==> config.mk <==
export PLATFORM = sky130hd
export DESIGN_NAME = bus_master_ctrl_flat
export DESIGN_NICKNAME = d
export VERILOG_FILES = /design/src/rtl/bus_master_ctrl_pkg.sv /design/src/rtl/bus_master_ctrl_if.sv /design/src/rtl/bus_master_ctrl_timer.sv /design/src/rtl/bus_master_ctrl.sv /design/src/flat_wrapper.sv
export SDC_FILE = /design/constraint.sdc
export NUM_CORES = 1
export LEC_CHECK = 0
export ABC_AREA = 1
export BUFFER_PORTS_ARGS = -buffer_cell sky130_fd_sc_hd__buf_2
export CELL_PAD_IN_SITES_DETAIL_PLACEMENT = 0
export CELL_PAD_IN_SITES_GLOBAL_PLACEMENT = 1
export CORE_ASPECT_RATIO = 1.25
export CORE_MARGIN = 4
export CORE_UTILIZATION = 40
export CTS_BUF_LIST = sky130_fd_sc_hd__clkbuf_8 sky130_fd_sc_hd__clkbuf_16
export CTS_CLUSTER_DIAMETER = 50
export DETAILED_ROUTE_END_ITERATION = 16
export HOLD_SLACK_MARGIN = 0.1
export PLACE_DENSITY_LB_ADDON = 0.1
export SYNTH_ARGS = -nofsm -noshare
export SYNTH_HDL_FRONTEND = slang
export SYNTH_SLANG_ARGS = --single-unit
==> constraint.sdc <==
create_clock -name clk -period 8.18 [get_ports clk]
set_input_delay 0 -clock clk [delete_from_list [all_inputs] [get_ports clk]]
set_output_delay 0 -clock clk [all_outputs]
set_load 0.1 [all_outputs]
==> src/rtl/bus_master_ctrl_pkg.sv <==
// Shared definitions for the bus master sequencer.
//  - bus_if_state_e : sequencer state encoding (2 bits)
//  - TMO_W          : width of the access watchdog counter
//  - READ / ENABLE_ / DISABLE_ : bus-level constants (active-low strobes)
package bus_master_ctrl_pkg;

  typedef enum logic [1:0] {
    BUS_IF_IDLE   = 2'd0,
    BUS_IF_REQ    = 2'd1,
    BUS_IF_ACCESS = 2'd2,
    BUS_IF_WAIT   = 2'd3
  } bus_if_state_e;

  localparam int   TMO_W    = 8;

  localparam logic READ     = 1'b1;
  localparam logic ENABLE_  = 1'b0;
  localparam logic DISABLE_ = 1'b1;

endpackage

==> src/rtl/bus_master_ctrl_if.sv <==
// Master-side connection to the shared bus (one per master, maps to mN_*).
//  m_req_    master -> bus  request, active low
//  m_grnt_   bus -> master  grant, active low
//  m_addr    master -> bus  word address
//  m_as_     master -> bus  address strobe, active low
//  m_rw      master -> bus  1 = READ, 0 = WRITE
//  m_wr_data master -> bus  write data
//  m_rd_data bus -> master  shared slave read data
//  m_rdy_    bus -> master  slave ready, active low
interface bus_master_ctrl_if #(
  parameter int ADDR_W = 30,
  parameter int DATA_W = 32
);

  logic              m_req_;
  logic              m_grnt_;
  logic [ADDR_W-1:0] m_addr;
  logic              m_as_;
  logic              m_rw;
  logic [DATA_W-1:0] m_wr_data;
  logic [DATA_W-1:0] m_rd_data;
  logic              m_rdy_;

  modport master (
    output m_req_, m_addr, m_as_, m_rw, m_wr_data,
    input  m_grnt_, m_rd_data, m_rdy_
  );

  modport slave (
    input  m_req_, m_addr, m_as_, m_rw, m_wr_data,
    output m_grnt_, m_rd_data, m_rdy_
  );

endinterface

==> src/rtl/bus_master_ctrl_timer.sv <==
// Access watchdog counter: clear / increment / saturate, with terminal count.
//  clk, reset  clock and asynchronous active-high reset
//  clr         force count to zero (wins over inc)
//  inc         advance count by one, holding at all-ones
//  tc          count equals TMO_CYC
module bus_master_ctrl_timer
  import bus_master_ctrl_pkg::*;
#(
  parameter int TMO_CYC = 255
) (
  input  logic clk,
  input  logic reset,
  input  logic clr,
  input  logic inc,
  output logic tc
);

  logic [TMO_W-1:0] count;

  // Saturation keeps the equality compare in tc from ever being revisited
  // by a wrapped count.
  always_ff @(posedge clk or posedge reset) begin
    if (reset) begin
      count <= '0;
    end else if (clr) begin
      count <= '0;
    end else if (inc && (count != '1)) begin
      count <= count + 1'b1;
    end
  end

  assign tc = (count == TMO_W'(TMO_CYC));

endmodule

==> src/rtl/bus_master_ctrl.sv <==
// Master-side bus sequencer: turns one-word client read/write commands into
// the shared-bus handshake (req_/grnt_, one-cycle as_, wait for rdy_) and
// returns completion and read data. A watchdog aborts accesses whose rdy_
// never arrives.
//  clk, reset     clock, asynchronous active-high reset
//  cpu_req        command valid, sampled in IDLE only
//  cpu_rw         1 = READ, 0 = WRITE
//  cpu_addr       word address
//  cpu_wr_data    write data
//  cpu_flush      cancel a command still waiting for grant
//  cpu_busy       command outstanding
//  cpu_done       one-cycle completion pulse
//  cpu_err        one-cycle timeout pulse, coincident with cpu_done
//  cpu_rd_data    data captured at completion, held until the next one
//  bus            master modport of the shared bus
module bus_master_ctrl
  import bus_master_ctrl_pkg::*;
#(
  parameter int ADDR_W  = 30,
  parameter int DATA_W  = 32,
  parameter int TMO_CYC = 255
) (
  input  logic              clk,
  input  logic              reset,
  input  logic              cpu_req,
  input  logic              cpu_rw,
  input  logic [ADDR_W-1:0] cpu_addr,
  input  logic [DATA_W-1:0] cpu_wr_data,
  input  logic              cpu_flush,
  output logic              cpu_busy,
  output logic              cpu_done,
  output logic              cpu_err,
  output logic [DATA_W-1:0] cpu_rd_data,
  bus_master_ctrl_if.master bus
);

  bus_if_state_e     state, state_nxt;

  logic              req_q,   req_nxt;
  logic              as_q,    as_nxt;
  logic              rw_q,    rw_nxt;
  logic [ADDR_W-1:0] addr_q,  addr_nxt;
  logic [DATA_W-1:0] wdata_q, wdata_nxt;
  logic              busy_q,  busy_nxt;
  logic              done_q,  done_nxt;
  logic              err_q,   err_nxt;
  logic [DATA_W-1:0] rdata_q, rdata_nxt;

  logic              tmr_clr, tmr_inc, tmr_tc;

  bus_master_ctrl_timer #(
    .TMO_CYC (TMO_CYC)
  ) u_timer (
    .clk   (clk),
    .reset (reset),
    .clr   (tmr_clr),
    .inc   (tmr_inc),
    .tc    (tmr_tc)
  );

  // State register
  always_ff @(posedge clk or posedge reset) begin
    if (reset) begin
      state <= BUS_IF_IDLE;
    end else begin
      state <= state_nxt;
    end
  end

  // Next-state logic
  always_comb begin
    state_nxt = state;
    case (state)
      BUS_IF_IDLE: begin
        if (cpu_req) state_nxt = BUS_IF_REQ;
      end
      BUS_IF_REQ: begin
        // Flush beats a grant arriving in the same cycle.
        if (cpu_flush)                  state_nxt = BUS_IF_IDLE;
        else if (bus.m_grnt_ == ENABLE_) state_nxt = BUS_IF_ACCESS;
      end
      BUS_IF_ACCESS: begin
        // A zero-wait slave may answer during the strobe cycle itself.
        if (bus.m_rdy_ == ENABLE_) state_nxt = BUS_IF_IDLE;
        else                       state_nxt = BUS_IF_WAIT;
      end
      BUS_IF_WAIT: begin
        if ((bus.m_rdy_ == ENABLE_) || tmr_tc) state_nxt = BUS_IF_IDLE;
      end
      default: state_nxt = BUS_IF_IDLE;
    endcase
  end

  // Output logic: next values of the registered outputs
  always_comb begin
    req_nxt   = req_q;
    as_nxt    = DISABLE_;
    rw_nxt    = rw_q;
    addr_nxt  = addr_q;
    wdata_nxt = wdata_q;
    done_nxt  = 1'b0;
    err_nxt   = 1'b0;
    rdata_nxt = rdata_q;
    tmr_clr   = 1'b0;
    tmr_inc   = 1'b0;
    case (state)
      BUS_IF_IDLE: begin
        if (cpu_req) begin
          req_nxt   = ENABLE_;
          rw_nxt    = cpu_rw;
          addr_nxt  = cpu_addr;
          wdata_nxt = cpu_wr_data;
        end
      end
      BUS_IF_REQ: begin
        if (cpu_flush) begin
          req_nxt = DISABLE_;
        end else if (bus.m_grnt_ == ENABLE_) begin
          as_nxt  = ENABLE_;
          tmr_clr = 1'b1;
        end
      end
      BUS_IF_ACCESS, BUS_IF_WAIT: begin
        // The timer counts from the strobe cycle, so it reads TMO_CYC in the
        // TMO_CYC-th WAIT cycle; success is checked first so a late rdy_
        // coinciding with the timeout still completes cleanly.
        tmr_inc = 1'b1;
        if (bus.m_rdy_ == ENABLE_) begin
          rdata_nxt = bus.m_rd_data;
          done_nxt  = 1'b1;
          req_nxt   = DISABLE_;
        end else if ((state == BUS_IF_WAIT) && tmr_tc) begin
          done_nxt  = 1'b1;
          err_nxt   = 1'b1;
          req_nxt   = DISABLE_;
        end
      end
      default: ;
    endcase
  end

  assign busy_nxt = (state_nxt != BUS_IF_IDLE);

  always_ff @(posedge clk or posedge reset) begin
    if (reset) begin
      req_q   <= DISABLE_;
      as_q    <= DISABLE_;
      rw_q    <= READ;
      addr_q  <= '0;
      wdata_q <= '0;
      busy_q  <= 1'b0;
      done_q  <= 1'b0;
      err_q   <= 1'b0;
      rdata_q <= '0;
    end else begin
      req_q   <= req_nxt;
      as_q    <= as_nxt;
      rw_q    <= rw_nxt;
      addr_q  <= addr_nxt;
      wdata_q <= wdata_nxt;
      busy_q  <= busy_nxt;
      done_q  <= done_nxt;
      err_q   <= err_nxt;
      rdata_q <= rdata_nxt;
    end
  end

  assign bus.m_req_    = req_q;
  assign bus.m_as_     = as_q;
  assign bus.m_rw      = rw_q;
  assign bus.m_addr    = addr_q;
  assign bus.m_wr_data = wdata_q;
  assign cpu_busy      = busy_q;
  assign cpu_done      = done_q;
  assign cpu_err       = err_q;
  assign cpu_rd_data   = rdata_q;

endmodule

==> src/flat_wrapper.sv <==
// flat-port wrapper written by rule: the top's interface ports become plain ports
module bus_master_ctrl_flat import bus_master_ctrl_pkg::*;
#(
  parameter int ADDR_W  = 30,
  parameter int DATA_W  = 32,
  parameter int TMO_CYC = 255
)
  (clk, reset, cpu_req, cpu_rw, cpu_addr, cpu_wr_data, cpu_flush, cpu_busy, cpu_done, cpu_err, cpu_rd_data, bus_m_req_, bus_m_addr, bus_m_as_, bus_m_rw, bus_m_wr_data, bus_m_grnt_, bus_m_rd_data, bus_m_rdy_);
  bus_master_ctrl_if #(.ADDR_W(ADDR_W), .DATA_W(DATA_W)) bus_i ();
  input  logic clk;
  input  logic reset;
  input  logic cpu_req;
  input  logic cpu_rw;
  input  logic [ADDR_W-1:0] cpu_addr;
  input  logic [DATA_W-1:0] cpu_wr_data;
  input  logic cpu_flush;
  output logic cpu_busy;
  output logic cpu_done;
  output logic cpu_err;
  output logic [DATA_W-1:0] cpu_rd_data;
  output wire logic [$bits(bus_i.m_req_)-1:0] bus_m_req_;
  output wire logic [$bits(bus_i.m_addr)-1:0] bus_m_addr;
  output wire logic [$bits(bus_i.m_as_)-1:0] bus_m_as_;
  output wire logic [$bits(bus_i.m_rw)-1:0] bus_m_rw;
  output wire logic [$bits(bus_i.m_wr_data)-1:0] bus_m_wr_data;
  input wire logic [$bits(bus_i.m_grnt_)-1:0] bus_m_grnt_;
  input wire logic [$bits(bus_i.m_rd_data)-1:0] bus_m_rd_data;
  input wire logic [$bits(bus_i.m_rdy_)-1:0] bus_m_rdy_;
  assign bus_m_req_ = bus_i.m_req_;
  assign bus_m_addr = bus_i.m_addr;
  assign bus_m_as_ = bus_i.m_as_;
  assign bus_m_rw = bus_i.m_rw;
  assign bus_m_wr_data = bus_i.m_wr_data;
  assign bus_i.m_grnt_ = bus_m_grnt_;
  assign bus_i.m_rd_data = bus_m_rd_data;
  assign bus_i.m_rdy_ = bus_m_rdy_;
  bus_master_ctrl #(.ADDR_W(ADDR_W), .DATA_W(DATA_W), .TMO_CYC(TMO_CYC)) u_core (.clk(clk), .reset(reset), .cpu_req(cpu_req), .cpu_rw(cpu_rw), .cpu_addr(cpu_addr), .cpu_wr_data(cpu_wr_data), .cpu_flush(cpu_flush), .cpu_busy(cpu_busy), .cpu_done(cpu_done), .cpu_err(cpu_err), .cpu_rd_data(cpu_rd_data), .bus(bus_i));
endmodule
**Word level (Yosys, flattened, before mapping)**

Cells that the tools add are included.

- $add $sub $neg: 1
- Equality and inequality tests: 8
- Multiplexer cells: 25
- Bitwise gates (word level): 1
- Reductions and logical operators: 10

Operator list:

| operator | number |
|---|---|
| 1-bit two-way mux | 16 |
| 8-bit two-way mux | 2 |
| 2-bit two-way mux | 5 |
| 8-bit by 1-bit adder with 8-bit output, second input constant | 1 |
| 8-bit equality test, second input constant | 1 |
| 8-bit != test, second input constant | 1 |
| 2-bit one-hot mux with 4 select lines | 1 |
| 2-bit equality test, second input constant | 2 |
| 2-bit != test, second input constant | 2 |
| 2-bit AND reduction | 2 |
| 2-bit nonzero test | 2 |
| 3-bit by 2-bit != test with 1-bit output, second input constant | 1 |
| 1-bit one-hot mux with 3 select lines | 1 |
| 3-bit AND reduction | 1 |
| 2-bit by 1-bit equality test with 1-bit output, second input constant | 1 |
| 1-bit logical AND | 2 |
| 2-bit logical NOT | 1 |
| 2-bit OR reduction | 1 |
| 1-bit logical OR | 1 |
| 1-bit NOT | 1 |

- Register bits after elaboration: 110
- Input bits: 101
- Output and inout port bits: 100
- Word-level logic and storage cells: 56

**Logic depth before layout (Yosys ltp)**

- Word-level depth: 6
- Depth in mapped cells: 9
- Gate-level depth less buffers: 9

**Cells and area by module**

Synthesis repeated with hierarchy kept, for this count alone.

- Cell total of the unflattened synthesis: 516
- Area total of the unflattened synthesis: 4576.9 sq um

By module, submodules not included:

| module | times used | cells an instance | area an instance (sq um) | sequential area each (sq um) |
|---|---|---|---|---|
| bus_master_ctrl | 1 | 447 | 4070.2 | 2556.2 |
| bus_master_ctrl_timer | 1 | 69 | 506.7 | 200.2 |

**Worst setup path after synthesis**

No wires, ideal clock.

- Kind: reg2reg
- From: register u_core.state[1]
- To: register u_core.addr_q[0] (netlist: u_core.bus.m_addr[0])
- Setup time: 0.125 ns
- Data arrival time: 1.188 ns
- Required time: 8.055 ns
- Setup slack: 6.866 ns
- Stages on the path, launching flop included: 6
- Path buffers: 2
- Period minus slack after synthesis: 1.314 ns
- Path through: dfrtp_1 > inv_2 > nand3_4 > buf_8 > buf_12 > mux2_4

- Cells in the longest elaborated chain, start to end: 2

Ends and longest elaborated chain:

| element | RTL line | text |
|---|---|---|
| start, declared | bus_master_ctrl.sv:37 | `bus_if_state_e state, state_nxt;` |
| start signal, assigned | bus_master_ctrl.sv:66 | `state <= state_nxt;` |
| 2-bit logical NOT | bus_master_ctrl.sv:106 | `case (state)` |
| 2-bit AND reduction (no source line) | -- |  |
| end signal, assigned | bus_master_ctrl.sv:159 | `addr_q <= addr_nxt;` |
| end, declared | bus_master_ctrl.sv:42 | `logic [ADDR_W-1:0] addr_q, addr_nxt;` |

Every way passes these cells.
A chain may end at the register's enable or synchronous reset.

**Final worst setup path**

- From: register u_core.state[1]
- To: register u_core.addr_q[27] (netlist: u_core.bus.m_addr[27])

Same word-level chain as after synthesis.

==> impl_metrics.env <==
export IMPL_status="finished, final reports clean"
export IMPL_tightest_slew_ns=0.8314
export IMPL_cts_buffers=9
export IMPL_clock_path_buffers=2
export IMPL_yosysSeqAreaShare_pct=60.46
export IMPL_synth_cell_types=23
export IMPL_core_area_um2=11140
export IMPL_row_count=43
export IMPL_syn_num_nets=406
export IMPL_dp_hpwl_um=7979
export IMPL_syn_area_per_cell_um2=15.00
export IMPL_clock_latency_ns=0.34
export IMPL_root_buffer="clkbuf_16"
export IMPL_yosysWarnings=0
export IMPL_synthArstFlopShare_pct=100.0
export IMPL_syn2layout_area_growth_pct=51.23
export IMPL_maxSlewViolCount=0
export IMPL_place_congestion=0.7538
export IMPL_synth_top_area_share_pct=58.73
export IMPL_rsz0062_at_grt="no"
export IMPL_die_w_um=103.5
export IMPL_min_period_ns=2.109
export IMPL_path_class="flop to flop"
export IMPL_synth_flop_cell="dfrtp_1"
export IMPL_die_h_um=127.4
export IMPL_antenna_found_initial=0
export IMPL_grt_max_degree=68
export IMPL_nNetsFinal=710
export IMPL_synth_top_area_cell="dfrtp_1"
export IMPL_num_antenna_cells=0
export IMPL_slew_headroom_pct=44.58
export IMPL_worst_path_max_fanout=43
export IMPL_drtAntennaViolNets=0
export IMPL_num_vias=3403
export IMPL_die_area_um2=13180
export IMPL_syn_inst=304
export IMPL_synth_common_cells="107 x dfrtp_1, 48 x mux2_4, 47 x mux2_2"
export IMPL_min_path_type="input port to async pin"
export IMPL_setup_violations=0
export IMPL_finalSetupTns_ns=0
export IMPL_wirelength_um=11750
export IMPL_synth_edf_count=0
export IMPL_drive_above_1_share_pct=52.85
export IMPL_grt_overflow_total=0
export IMPL_grt_pass1_wl_um=18410
export IMPL_netlist_area_um2=4559
export IMPL_cts_htree_levels=3
export IMPL_worst_ep_arrival_time_ns=2.33
export IMPL_end_kind="flop"
export IMPL_r2r_setup_slack_ns=6.07
export IMPL_drc=0
export IMPL_finalCritPeriodShare_pct=25.78
export IMPL_finClkSkew_ns=0.006690
export IMPL_crit_required_ns=8.40
export IMPL_startpoint_type="flop"
export IMPL_synthTopCellsByArea="dfrtp_1 59%, mux2_4 16%, mux2_2 12%"
export IMPL_grt_pass1_vias=3626
export IMPL_wl_per_cell_um=15.70
export IMPL_cts_repair_resized=0
export IMPL_via_per_inst=4.549
export IMPL_cts_sink_count=110
export IMPL_fillers=904
export IMPL_first_iter_violations=66
export IMPL_dr_pass1_iters=4
export IMPL_hold_viol=0
export IMPL_ios=201
export IMPL_ys_seq_elements=110
export IMPL_synth_most_common_cell="dfrtp_1"
export IMPL_clkTransAtPathRegs_ns=0.07
export IMPL_ff2ff_path_depth=4
export IMPL_cts_tree="yes"
export IMPL_fmax_ghz=0.4741
export IMPL_start_util_pct=40.94
export IMPL_io_buffers=200
export IMPL_grt_usage_pct=18.02
export IMPL_maxCapViolations=0
metal layers:
layer	part of all wire, %	global-route usage [%]	vias up
met2	51	30.97	113
li1	-	-	1635
met4	2.2	5.945	0
met5	0	0	-
met1	41	22.10	1636
met3	6.3	4.042	19
kinds of logic (layout without fill, tap and decap cells):
group                    count (synthesis)  after routing  share of synthesized area, %
AO/OA/AOI/OAI                            5              5                        0.6036
XOR/XNOR                                 3              3                        0.5764
adder cells (fa/ha/maj)                  1              1                        0.2744
buffers and inverters                   23            332                         4.089
flip-flops                             110            110                         60.46
multiplexers                            95             95                         27.41
AND/OR/NAND/NOR                         67             67                         6.586
metrics by stage:
stage	cell area [um^2]	hold slack [ns]	worst slack [ns]	utilization, %	std cells
2_1_floorplan	4559	0.1452	5.283	-	304
3_3_place_gp	5609	0.09609	6.103	50.37	631
3_5_place_dp	5609	0.1003	6.071	50.37	631
4_1_cts	6895	0.2823	6.056	61.91	748
5_1_grt	6895	0.3352	5.931	61.91	748
6_report	6895	0.2733	6.071	61.91	748
worst max-delay path: stages, from the launching register on:
cell and delay [ns]:
dfrtp_1 0.45, inv_2 0.10, nand3_4 0.33, buf_4 0.67, mux2_2 0.41
sequential cells by signal, indices dropped and copies added, names as in the netlist:
name,cells
u_core.cpu_err,1
u_core.bus.m_wr_data,32
u_core.state,2
u_core.cpu_rd_data,32
u_core.bus.m_as_,1
u_core.cpu_busy,1
u_core.bus.m_rw,1
u_core.bus.m_addr,30
u_core.bus.m_req_,1
u_core.u_timer.count,8
u_core.cpu_done,1
path summary, 6_finish.rpt:
check | from | end
worst max-delay path | u_core.state[1] | u_core.bus.m_addr[27]
worst min-delay path | reset | u_core.bus.m_addr[21]
worst max register to register | u_core.state[1] | u_core.bus.m_addr[27]
worst min register to register | u_core.bus.m_req_ | u_core.bus.m_req_
max in group asynchronous | reset | u_core.bus.m_addr[14]
min in group clk | cpu_addr[17] | u_core.bus.m_addr[17]
repair_timing:
action                                 4_1_cts  5_1_grt
endpoints found under the hold margin      143        0
hold buffers                               101        0
setup buffers                                0        0
layout make-up:
type / count / area [um^2] / share of cell area (%)
clock inverter: 6 / 36.28 / 0.5262
clock buffer: 10 / 239.0 / 3.466
inverter: 13 / 51.30 / 0.7440
multi-input combinational: 171 / 1617 / 23.44
sequential: 110 / 2756 / 39.97
tap: 135 / 168.9 / 2.450
timing repair buffer: 303 / 2027 / 29.40
cell usage in the layout, fill, tap and decap left out:
| cell | Yosys | layout |
|---|---|---|
| nor2_1 | 10 | 10 |
| clkinv_1 | 1 | 1 |
| buf_2 | 3 | 200 |
| dfstp_2 | 3 | 3 |
| inv_4 | 0 | 1 |
| dlygate4sd3_1 | 0 | 101 |
| a21oi_1 | 1 | 1 |
| xor2_1 | 3 | 3 |
| nand3_1 | 9 | 9 |
| clkbuf_16 | 0 | 9 |
| dfrtp_1 | 107 | 107 |
| nor3_2 | 1 | 1 |
| mux2_4 | 48 | 48 |
| buf_4 | 1 | 2 |
| nand4_1 | 4 | 4 |
| clkbuf_8 | 0 | 1 |
| clkinvlp_4 | 0 | 1 |
| nand2_1 | 39 | 39 |
| inv_1 | 10 | 9 |
| o21ai_0 | 3 | 3 |
| clkinv_2 | 0 | 4 |
| inv_2 | 2 | 2 |
| o21bai_1 | 1 | 1 |
| nand3_4 | 1 | 1 |
| inv_6 | 0 | 1 |
| nand2_2 | 3 | 3 |
| mux2_2 | 47 | 47 |
| ha_1 | 1 | 1 |
Power is left out: the tool's default activity adds up to more than one toggle a clock period on the data nets, which glitch-free logic cannot reach.
